**config.mk**
```make
export PLATFORM = sky130hd
export DESIGN_NAME = down_counter_timer
export DESIGN_NICKNAME = d
export VERILOG_FILES = /design/src/rtl/down_counter_timer.sv
export SDC_FILE = /design/constraint.sdc
export NUM_CORES = 1
export LEC_CHECK = 0
export CAP_MARGIN = 5
export CORE_MARGIN = 1
export CORE_UTILIZATION = 39
export CTS_CLUSTER_SIZE = 14
export DETAILED_ROUTE_END_ITERATION = 8
export PLACE_DENSITY = 0.69
export SKIP_LAST_GASP = 1
export SLEW_MARGIN = 5
export SYNTH_ARGS = -nofsm -noshare
export SYNTH_HDL_FRONTEND = slang
export SYNTH_SLANG_ARGS = --single-unit
```
**constraint.sdc**
```tcl
create_clock -name clk -period 1.6 [get_ports clk]
set_input_delay 0.32 -clock clk [delete_from_list [all_inputs] [get_ports clk]]
set_output_delay 0.32 -clock clk [all_outputs]
set_load 0.01 [all_outputs]
```
**src/rtl/down_counter_timer.sv**
```systemverilog
// down_counter_timer: loadable, prescaled down-counter with start/done handshake
// Ports: clk, reset (async, active-high), load/load_value capture a count,
// start begins counting, pause freezes it; count/busy/done are registered.
// Optional macro DOWNCNT_AUTORELOAD_EN: on terminal count reload and keep running.
module down_counter_timer #(
  parameter int WIDTH = 8,
  parameter int PRESCALE = 1
) (
  input  logic             clk,
  input  logic             reset,
  input  logic             load,
  input  logic [WIDTH-1:0] load_value,
  input  logic             start,
  input  logic             pause,
  output logic [WIDTH-1:0] count,
  output logic             busy,
  output logic             done
);
  localparam int PW = PRESCALE > 1 ? $clog2(PRESCALE) : 1;
  localparam int PM = PRESCALE - 1;
  localparam logic [PW-1:0] PMAX = PW'(PM);
  typedef enum logic [1:0] {IDLE, RUN, HOLD} state_t;
  state_t state, state_n;
  logic [PW-1:0] psc, psc_n;
  logic [WIDTH-1:0] count_n;
  logic done_n;
`ifdef DOWNCNT_AUTORELOAD_EN
  logic [WIDTH-1:0] reload;
  always_ff @(posedge clk or posedge reset)
    if (reset) reload <= '0;
    else if (load) reload <= load_value;
`endif
  always_ff @(posedge clk or posedge reset) begin
    if (reset) begin
      state <= IDLE;
      count <= '0;
      psc   <= '0;
      busy  <= 1'b0;
      done  <= 1'b0;
    end else begin
      state <= state_n;
      count <= count_n;
      psc   <= psc_n;
      busy  <= state_n != IDLE;
      done  <= done_n;
    end
  end
  // A non-paused edge in HOLD resumes and advances the prescaler on that same edge.
  always_comb begin
    state_n = state;
    count_n = count;
    psc_n   = psc;
    done_n  = 1'b0;
    if (load) begin
      state_n = IDLE;
      count_n = load_value;
      psc_n   = '0;
    end else if (state == IDLE) begin
      if (start && count != '0) begin
        state_n = RUN;
        psc_n   = '0;
      end
    end else if (pause) begin
      state_n = HOLD;
    end else if (psc != PMAX) begin
      state_n = RUN;
      psc_n   = psc + 1'b1;
    end else begin
      state_n = RUN;
      psc_n   = '0;
      count_n = count - 1'b1;
      if (count == WIDTH'(1)) begin
        done_n = 1'b1;
`ifdef DOWNCNT_AUTORELOAD_EN
        if (reload != '0) count_n = reload;
        else state_n = IDLE;
`else
        state_n = IDLE;
`endif
      end
    end
  end
endmodule
```
# Yosys cells after proc, flatten, opt, wreduce, memory -nomap -nowiden
# Cells that the tools add are included.
dict set report classes {
  n_reduce_logical 6
  addsub 2
  mux 20
  eq_ne 6
}
# cell count
set op_table {}
lappend op_table {{$mux W8} 4}
lappend op_table {{$mux W1} 12}
lappend op_table {{$eq A8 B1 Y1 const B} 1}
lappend op_table {{$mux W2} 4}
lappend op_table {{$reduce_bool A8 Y1} 1}
lappend op_table {{$sub A8 B1 Y8 const B} 1}
lappend op_table {{$ne A2 B2 Y1 const B} 3}
lappend op_table {{$ne A3 B2 Y1 const B} 2}
lappend op_table {{$reduce_and A3 Y1} 1}
lappend op_table {{$logic_not A2 Y1} 1}
lappend op_table {{$reduce_and A2 Y1} 1}
lappend op_table {{$reduce_bool A2 Y1} 1}
lappend op_table {{$add A1 B1 Y1 const B} 1}
lappend op_table {{$logic_and A1 B1 Y1} 1}
dict set report totals {
  register_bits 13
  elab_cells 39
  output_inout_bits 10
}

# Logic depth before layout (Yosys ltp)
# Gate-level depths: netlist of the first run.
dict set report depth {
  word_depth 7
  depth_mapped 5
  mapped_depth_nobuf 5
}

# Worst setup path after synthesis of the first run
# OpenSTA, ideal clock, no wires.
dict set report synth_path {
  path_type {reg-to-reg}
  from {reg count[0]}
  to {reg count[6]}
  setup_ns 0.082
  path_stages_with_launch 6
  setup_slack_ns -0.197
  arrival_ns 1.716
  path_buffers 0
  synth_period_minus_slack_ns 1.797
  cell_sequence {dfrtp_1 inv_1 ha_1 or3b_2 or4_1 a31oi_1}
}
dict set report synth_between {
  elab_chain_len 5
}
# element line
set synth_rtl {}
lappend synth_rtl {{start: declaration} 15} ;# output logic [WIDTH-1:0] count,
lappend synth_rtl {{start signal: assignment} 42} ;# count <= count_n;
lappend synth_rtl {{$sub A8 B1 Y8} 71} ;# count_n = count - 1'b1;
lappend synth_rtl {{$mux W8} 65} ;# end else if (psc != PMAX) begin
lappend synth_rtl {{$mux W8} 63} ;# end else if (pause) begin
lappend synth_rtl {{$mux W8} 58} ;# end else if (state == IDLE) begin
lappend synth_rtl {{$mux W8} 54} ;# if (load) begin
# Every way passes these cells. The select of a mux whose other input is x is not followed.
# A chain may end at the register's enable or synchronous reset.

# Worst setup path after layout of the first run
dict set report layout_path {
  from {reg count[0]}
  to {reg count[7]}
}
# Same word-level chain as after synthesis.

==> results of run 1 <==
==> layer usage <==
layer  share of wire [%]  wire (microns)  track usage, %
met1                  40             745            25.8
met2                  47             872            36.4
met3                 7.1             132            7.08
met4                 5.8             108            18.8
met5                   0               0               0
==> worst min path at each step <==
stage             start  endpoint  slack (ns)  cells past startpoint
5_1_grt           reset  state[1]        0.41                      2
6_report          reset  state[1]        0.33                      2
4_1_cts           reset  state[1]        0.36                      2
2_1_floorplan     reset      busy        0.18                      1
3_3_place_gp   count[7]  count[7]        0.59                      2
3_5_place_dp   count[7]  count[7]        0.59                      2
==> critical path: cells and delay by family (launching register included) <==
| kind | cells | cell delay [ns] |
|---|---|---|
| AOI/OAI and AO/OA | 1 | 0.14 |
| DFF | 1 | 0.44 |
| and+or+nand+nor | 2 | 1.01 |
==> through the flow <==
step           setup WS, ns  area, sq um  instances  power [W]
2_1_floorplan       -0.0317          684         70   0.000482
3_3_place_gp         -0.191         1030        121   0.000643
3_5_place_dp         -0.219         1030        121   0.000652
4_1_cts             -0.0510         1070        128   0.000858
5_1_grt              -0.130         1120        129   0.000922
6_report            -0.0683         1120        129   0.000875
==> report_power, final <==
| part | total (W) | switching [W] | internal (W) |
|---|---|---|---|
| Sequential | 0.000359 | 0.0000260 | 0.000333 |
| Combinational | 0.000308 | 0.000129 | 0.000178 |
| Clock | 0.000208 | 0.000111 | 0.0000971 |
| Total | 0.000875 | 0.000266 | 0.000608 |
==> logic make-up after synthesis <==
family / count (synthesis) / share of synthesized area (%)
AO/OA/AOI/OAI: 15 / 15.4
XOR/XNOR: 1 / 1.29
buffers and inverters: 8 / 5.15
multiplexers: 2 / 3.12
flip-flops: 12 / 44.1
adder cells (fa/ha/maj): 3 / 5.52
AND/OR/NAND/NOR: 29 / 25.4
==> sequential cells by signal, indices dropped and copies added, names as in the netlist <==
register	flops
state	2
busy	1
done	1
count	8
==> what timing repair did <==
item                       in CTS  in global routing
pin swaps                       0                  1
hold buffers                    0                  0
gates resized for setup         3                  9
setup endpoints to repair       7                  9
setup buffers                   3                  1
==> layout make-up <==
| class | count | area share, % |
|---|---|---|
| tap | 16 | 1.79 |
| inverter | 5 | 1.68 |
| sequential | 12 | 27.0 |
| clock buffer | 4 | 2.35 |
| timing repair buffer | 42 | 33.8 |
| multi-input combinational | 50 | 33.4 |
==> Yosys cell counts (all sizes together) (2+ instances only) <==
cell type	instances	area share, %
dfrtp	12	44
or2	2	1.8
o211ai	2	2.2
nor2	6	3.3
inv	5	2.8
nand3	3	2.2
a21o	2	2.2
nand2	3	1.7
buf	2	1.8
o31ai	3	3.3
ha	3	5.5
a31oi	5	4.6
nor3	3	2.2
or4	6	7.2
==> out/qor.csv, run 1 <==
metric,value,unit
outcome,"complete, but fails checks",
failing checks,"design-rule violations, negative setup slack",
Clock Path Buffers,2,
Syn. warnings,0,
ANT cells,0,
vias in the first global route,694,
largest net degree at the start of global routing,13,
power per cell area,783,nW/um^2
TritonCTS buffer count,3,
most frequent cells in the layout,"19 x buf_4, 16 x clkdlybuf4s50_1, 11 x dfrtp_1",
unrepaired setup endpoints after global routing,true,
routability cong.,0.728,
register area share after synthesis,44.1,%
"Cell Chain, Critical Path","or4_4, or4_1, a31oi_1",
Synth async-reset ratio,100,%
Max Cap Viol,0,
Critical Path Source Type,flop,
"Slowest-stage cell, CP",or4_4,
critical path class,reg2reg,
relative slew slack,70.0,%
die area,1920,sq um
area grow syn2layout,64.2,%
Routed WL per cell,14.4,microns
library cells used by synthesis,29,
I/O pins,23,
Final WS setup,-0.0683,ns
htree depth,1,
WHS,0.332,ns
multi-input logic area,373,sq um
worst slew pin tran,0.450,ns
"FF+latch count, synth",12,
Clock Pin Slew Worst Setup and Hold Paths,0.08,ns
buffers added on ports,22,
Critical Path Max Stage Delay,0.57,ns
"Req. time, crit path",1.81,ns
Slew Limit Fails,0,
Via density,5.53,
"antenna viol nets, final",0,
layout filler cell count,125,
FF-to-FF setup slack,-0.07,ns
final layout net count,130,
Initial Util,43.7,%
final WL,1.86,mm
maximum clock rate,599,MHz
r2r startpoint,count[0],
syn_nets,86,
prevailing post-synth register cell,dfrtp_1,
die height,43.8,microns
Root Buffer Master,clkbuf_4,
DRT iter0 DRCs,6,
CTS tree,done,
synthesized area,681,sq um
"most common cell after layout, fill and taps aside",buf_4,
Synth Instances,70,
mean post-synth cell area,9.72,sq um
static leakage,0.521,nW
Hold Path Class,in2async,
Final Util,71.7,%
TritonRoute pass-1 iters,6,
Detailed Place HPWL,1.31,mm
via count,714,
clk_lat worst skew,0.29,ns
final worst path period need,1.67,ns
Setup TNS,-0.135,ns
worst r2r path cells,3,
gr ovfl total,0,
Post-synth EDFFs,0,
Crit Path Max Fanout,4,
CP arrival,1.88,ns
Die Wd,43.8,microns
row cnt,14,
Max IR drop VDD,444,uV
Residual DRC,1,
final period utilization,104,%
initial antenna violation count,0,
Final Hold Vio Count,0,
Crit. End Element,flop,
Setup crit start,count[0],
core footprint,1560,sq um
global-route wire length before repair,3.11,mm
Reg area,302,sq um
layout cell share with drive strength beyond 1,32.7,%
capture point of the worst path,count[7],
Setup Skew,0.00418,ns
Total GRT Usage,23.2,%
final setup fails,3,
r2r endpoint,count[7],
clock sinks,12,
No activity file was read; power rests on OpenSTA's default activity.
==> run 2, diff against run 1 <==
- CORE_UTILIZATION: 39 -> 43
- PLACE_DENSITY: 0.69 -> 0.72
- clock period: 1.6 -> 1.7 ns (I/O delays scaled with it)
==> out/qor.csv, run 2 (synthesis gave the netlist of run 1 again) <==
metric,value,unit
switching power,0.000234,W
final period utilization,97.6,%
leading registers by flop count,"count x8, state x2",
die height,41.8,microns
final setup fails,0,
met3 Resource Use GR,2.61,%
unrepaired setup endpoints after global routing,true,
part of the power in registers,41.3,%
Final Util,75.3,%
initial antenna violation count,0,
layout cell share with drive strength beyond 1,25.0,%
Routed WL per cell,13.8,microns
core footprint,1380,sq um
WHS,0.374,ns
power per cell area,790,nW/um^2
clock sinks,12,
Die Wd,41.8,microns
max reg flops,8,
Residual DRC,0,
Setup TNS,0,ns
M1 GR Usage,24.9,%
most frequent cells in the layout,"21 x clkdlybuf4s50_1, 11 x dfrtp_1, 11 x buf_4",
area grow syn2layout,52.9,%
Critical Path Source Type,flop,
CP arrival,1.32,ns
TritonRoute pass-1 iters,4,
Clock Path Buffers,2,
Final WS setup,0.0411,ns
grt peak-use layer,met2,
DRT iter0 DRCs,11,
TritonCTS buffer count,3,
die area,1750,sq um
relative slew slack,61.6,%
"Req. time, crit path",1.36,ns
power share of the clock group,28.1,%
Slew Limit Fails,0,
Placement Setup Slack,-0.152,ns
Crit. End Element,output pin,
buffers added on ports,22,
Hold Path Class,in2async,
via count,668,
met2 usage,35.3,%
Final Instance Area,1040,sq um
Via density,5.61,
Setup Skew,0.00371,ns
Top reg by flops,count,
Root Buffer Master,clkbuf_4,
ANT cells,0,
internal power component,0.000588,W
clk_lat worst skew,0.27,ns
critical path class,reg2out,
Post-CTS Setup Inserts,0,
"most common cell after layout, fill and taps aside",clkdlybuf4s50_1,
I/O pins,23,
outcome,completed,
Post-Place Cell Area,990,sq um
CTS tree,done,
Clock Pin Slew Worst Setup and Hold Paths,0.08,ns
Crit Path Max Fanout,4,
"antenna viol nets, final",0,
routability cong.,0.739,
final layout net count,121,
maximum clock rate,603,MHz
global-route wire length before repair,2.77,mm
Final Hold Vio Count,0,
static leakage,0.459,nW
row cnt,13,
final worst path period need,1.66,ns
final WL,1.64,mm
Initial Util,49.2,%
vias in the first global route,655,
Comb pwr share,30.6,%
Total GRT Usage,20.5,%
Max Cap Viol,0,
gr ovfl total,0,
htree depth,1,
worst slew pin tran,0.574,ns
Detailed Place HPWL,1.23,mm
Net Sw Frac,28.5,%
Max IR drop VDD,479,uV
largest net degree at the start of global routing,13,
-- run 2: changes by cell type in the layout (fill, tap and decap cells not counted), moves of 2 or more --
cell and delta:
clkdlybuf4s50_1 +5, dlygate4sd2_1 -3, dlymetal6s2s_1 -2, buf_4 -8
-- run 2: path summary, 6_finish.rpt --
| kind | cells after the start | end | startpoint | slack [ns] |
|---|---|---|---|---|
| setup reg to reg | 3 | count[5] | count[1] | 0.04 |
| hold reg to reg | 2 | count[6] | count[6] | 0.61 |
| min in group clk | 2 | count[6] | count[6] | 0.61 |
| max in group asynchronous | 2 | count[0] | reset | 0.98 |
| setup / recovery | 2 | count[0] | count[0] | 0.04 |
| hold / removal | 2 | state[1] | reset | 0.37 |
-- run 2: through the flow --
step	instances	total power, W
2_1_floorplan	70	0.000454
3_3_place_gp	115	0.000588
3_5_place_dp	115	0.000592
4_1_cts	119	0.000829
5_1_grt	119	0.000870
6_report	119	0.000822
-- run 2: routing by layer --
metal  routed length, microns  up-vias  part of all wire (%)
met4                       29        0                   1.8
met5                        0        -                     0
met1                      765      317                    47
met3                       50        5                   3.0
met2                      796       16                    48
li1                         -      330                     -
-- run 2: worst max-delay path: stages, from the launching register on --
cell	delay, ns
dfrtp_2	0.44
buf_4	0.14
clkdlybuf4s50_1	0.47
-- run 2: layout make-up --
| cell class | instances | area [sq um] |
|---|---|---|
| clock buffers | 4 | 36.3 |
| fillers | 106 | 342 |
| inverters | 5 | 18.8 |
| multi-input cells | 50 | 360 |
| flip-flops and latches | 12 | 302 |
| well taps | 15 | 18.8 |
| repair buffers | 33 | 305 |
-- run 2: power groups by stage --
stage | logic [W] | registers, W | clock network, W
6_report | 0.000252 | 0.000340 | 0.000231
5_1_grt | 0.000276 | 0.000344 | 0.000251
4_1_cts | 0.000248 | 0.000341 | 0.000241
3_5_place_dp | 0.000246 | 0.000346 | 0
3_3_place_gp | 0.000243 | 0.000345 | 0
2_1_floorplan | 0.0000958 | 0.000358 | 0
-- run 2: what timing repair did --
item | in CTS | in global routing
setup endpoints to repair | 0 | 4
resized for setup | 0 | 3
hold buffers | 0 | 0
==> patch: new RTL, settings of run 2 <==
Re-encode `state_t` (3 states) as one-hot, 3 bits wide.
--- a/src/rtl/down_counter_timer.sv
+++ b/src/rtl/down_counter_timer.sv
@@ -20,5 +20,5 @@
   localparam int PM = PRESCALE - 1;
   localparam logic [PW-1:0] PMAX = PW'(PM);
-  typedef enum logic [1:0] {IDLE, RUN, HOLD} state_t;
+  typedef enum logic [2:0] {IDLE = 3'b001, RUN = 3'b010, HOLD = 3'b100} state_t;
   state_t state, state_n;
   logic [PW-1:0] psc, psc_n;
Formal check against the unedited RTL: same outputs for any inputs over 10 cycles, from zero or initial values and one cycle with reset high; not proved beyond that.
==> patch against run 2 <==
Clock power decreased by 15%; worst setup slack got worse by 0.11 ns; total power is 9.1% higher; the flow now finishes with violations (negative setup slack); first-iteration DRC count increased by 130%; highest routed layer unchanged; design area up 16%; final cell count increased by 16%; synthesized area rose by 13%; fmax fell by 6.1%; count of clock-buffer cells in the layout stayed put; sequential cell count rose by 1; wire length is 16% higher; non-clock buffer count up 10.
==> patch: results (changes against run 2) <==
| Metric | Value |
|---|---|
| Share of the yosys chip area belonging to registers | 0.426 (was 0.441) |
| Largest regs | count (8), state (3) (was count (8), state (2)) |
| Cell-internal power | 0.625 mW (was 0.588 mW) |
| Largest net degree at the start of global routing | 21 (was 13) |
| Vias/cell | 5.76 (was 5.61) |
| Total routed wirelength | 1910 µm (was 1640 µm) |
| Post-placement setup slack | -0.273 ns (was -0.152 ns) |
| CP max FO | 3 (was 4) |
| Critical path data arrival time | 1.94 ns (was 1.32 ns) |
| Critical path's top delay family | simple AND/OR/NAND/NOR gates (was buffers and inverters) |
| Synth cell count leaders | dfrtp_1 (12), nor2_1 (6), inv_1 (5), nand2_1 (5) (was dfrtp_1 (12), nor2_1 (6), a31oi_1 (5), inv_1 (5), or4_1 (5)) |
| Area after DPL | 1130 µm² (was 990 µm²) |
| Setup crit end | count[6] (was count[0]) |
| # placed instances | 130 (was 115) |
| HPWL after DPL | 1370 µm (was 1230 µm) |
| Total GRT Usage | 0.227 (was 0.205) |
| Post-CTS Setup Bufs | 2 (was 0) |
| Post-Synth XOR/XNOR Area | 0 (was 0.0129) |
| Syn nets | 95 (was 86) |
| Worst r2r path cells | 5 (was 3) |
| Post-Syn Instances | 79 (was 70) |
| Met2 wire len | 916 µm (was 796 µm) |
| Mux cell area share after synthesis | 0.0131 (was 0.0313) |
| Worst rel slew slack | 0.672 (was 0.616) |
| Synth Area in Compound Gates | 0.170 (was 0.154) |
| Peak VDD IR | 0.454 mV (was 0.479 mV) |
| Final Worst Setup Slack | -0.0675 ns (was 0.0411 ns) |
| 1st-iter DRT viols | 25 (was 11) |
| First-pass GRT wire length | 3210 µm (was 2770 µm) |
| Util after Layout | 0.767 (was 0.753) |
| Routability cong. | 0.750 (was 0.739) |
| Status | finished, violations left (was completed) |
| Leak pwr | 0.541 nW (was 0.459 nW) |
| Vias in the first global route | 723 (was 655) |
| Final setup viols | 4 (was 0) |
| Violated checks | negative setup slack |
| Seq. pwr | 0.369 mW (was 0.340 mW) |
| WHS | 0.368 ns (was 0.374 ns) |
| Finished Layout Cells | 138 (was 119) |
## patch: changes by cell type after synthesis, sizes merged, moves of 2 or more
| cell | delta |
|---|---|
| a21o | -2 |
| clkbuf | +2 |
| nand2 | +2 |
| nor3b | +2 |
| nor4 | +2 |
| o21ai | +2 |
## patch: per-layer routing
layer  up-vias  global-route usage
met2        39               0.374
met3         5              0.0408
met5         -                   0
met1       369               0.296
li1        382                   -
met4         0              0.0909
## patch: cell families (layout without fill, tap and decap cells)
| family | count (synthesis) | count (layout) |
|---|---|---|
| multiplexers | 1 | 1 |
| flip-flops | 13 | 13 |
| buffers and inverters | 10 | 53 |
| adder cells (fa/ha/maj) | 3 | 3 |
| AND/OR/NAND/NOR | 34 | 34 |
| AO/OA/AOI/OAI | 18 | 18 |
## patch: area by class of cell
cell class,instances,area [µm²],area share
clock buffer,4,26.3,0.0217
inverter,6,22.5,0.0186
multi-input combinational,56,413,0.342
sequential,13,328,0.271
tap,16,20.0,0.0166
timing repair buffer,43,399,0.330
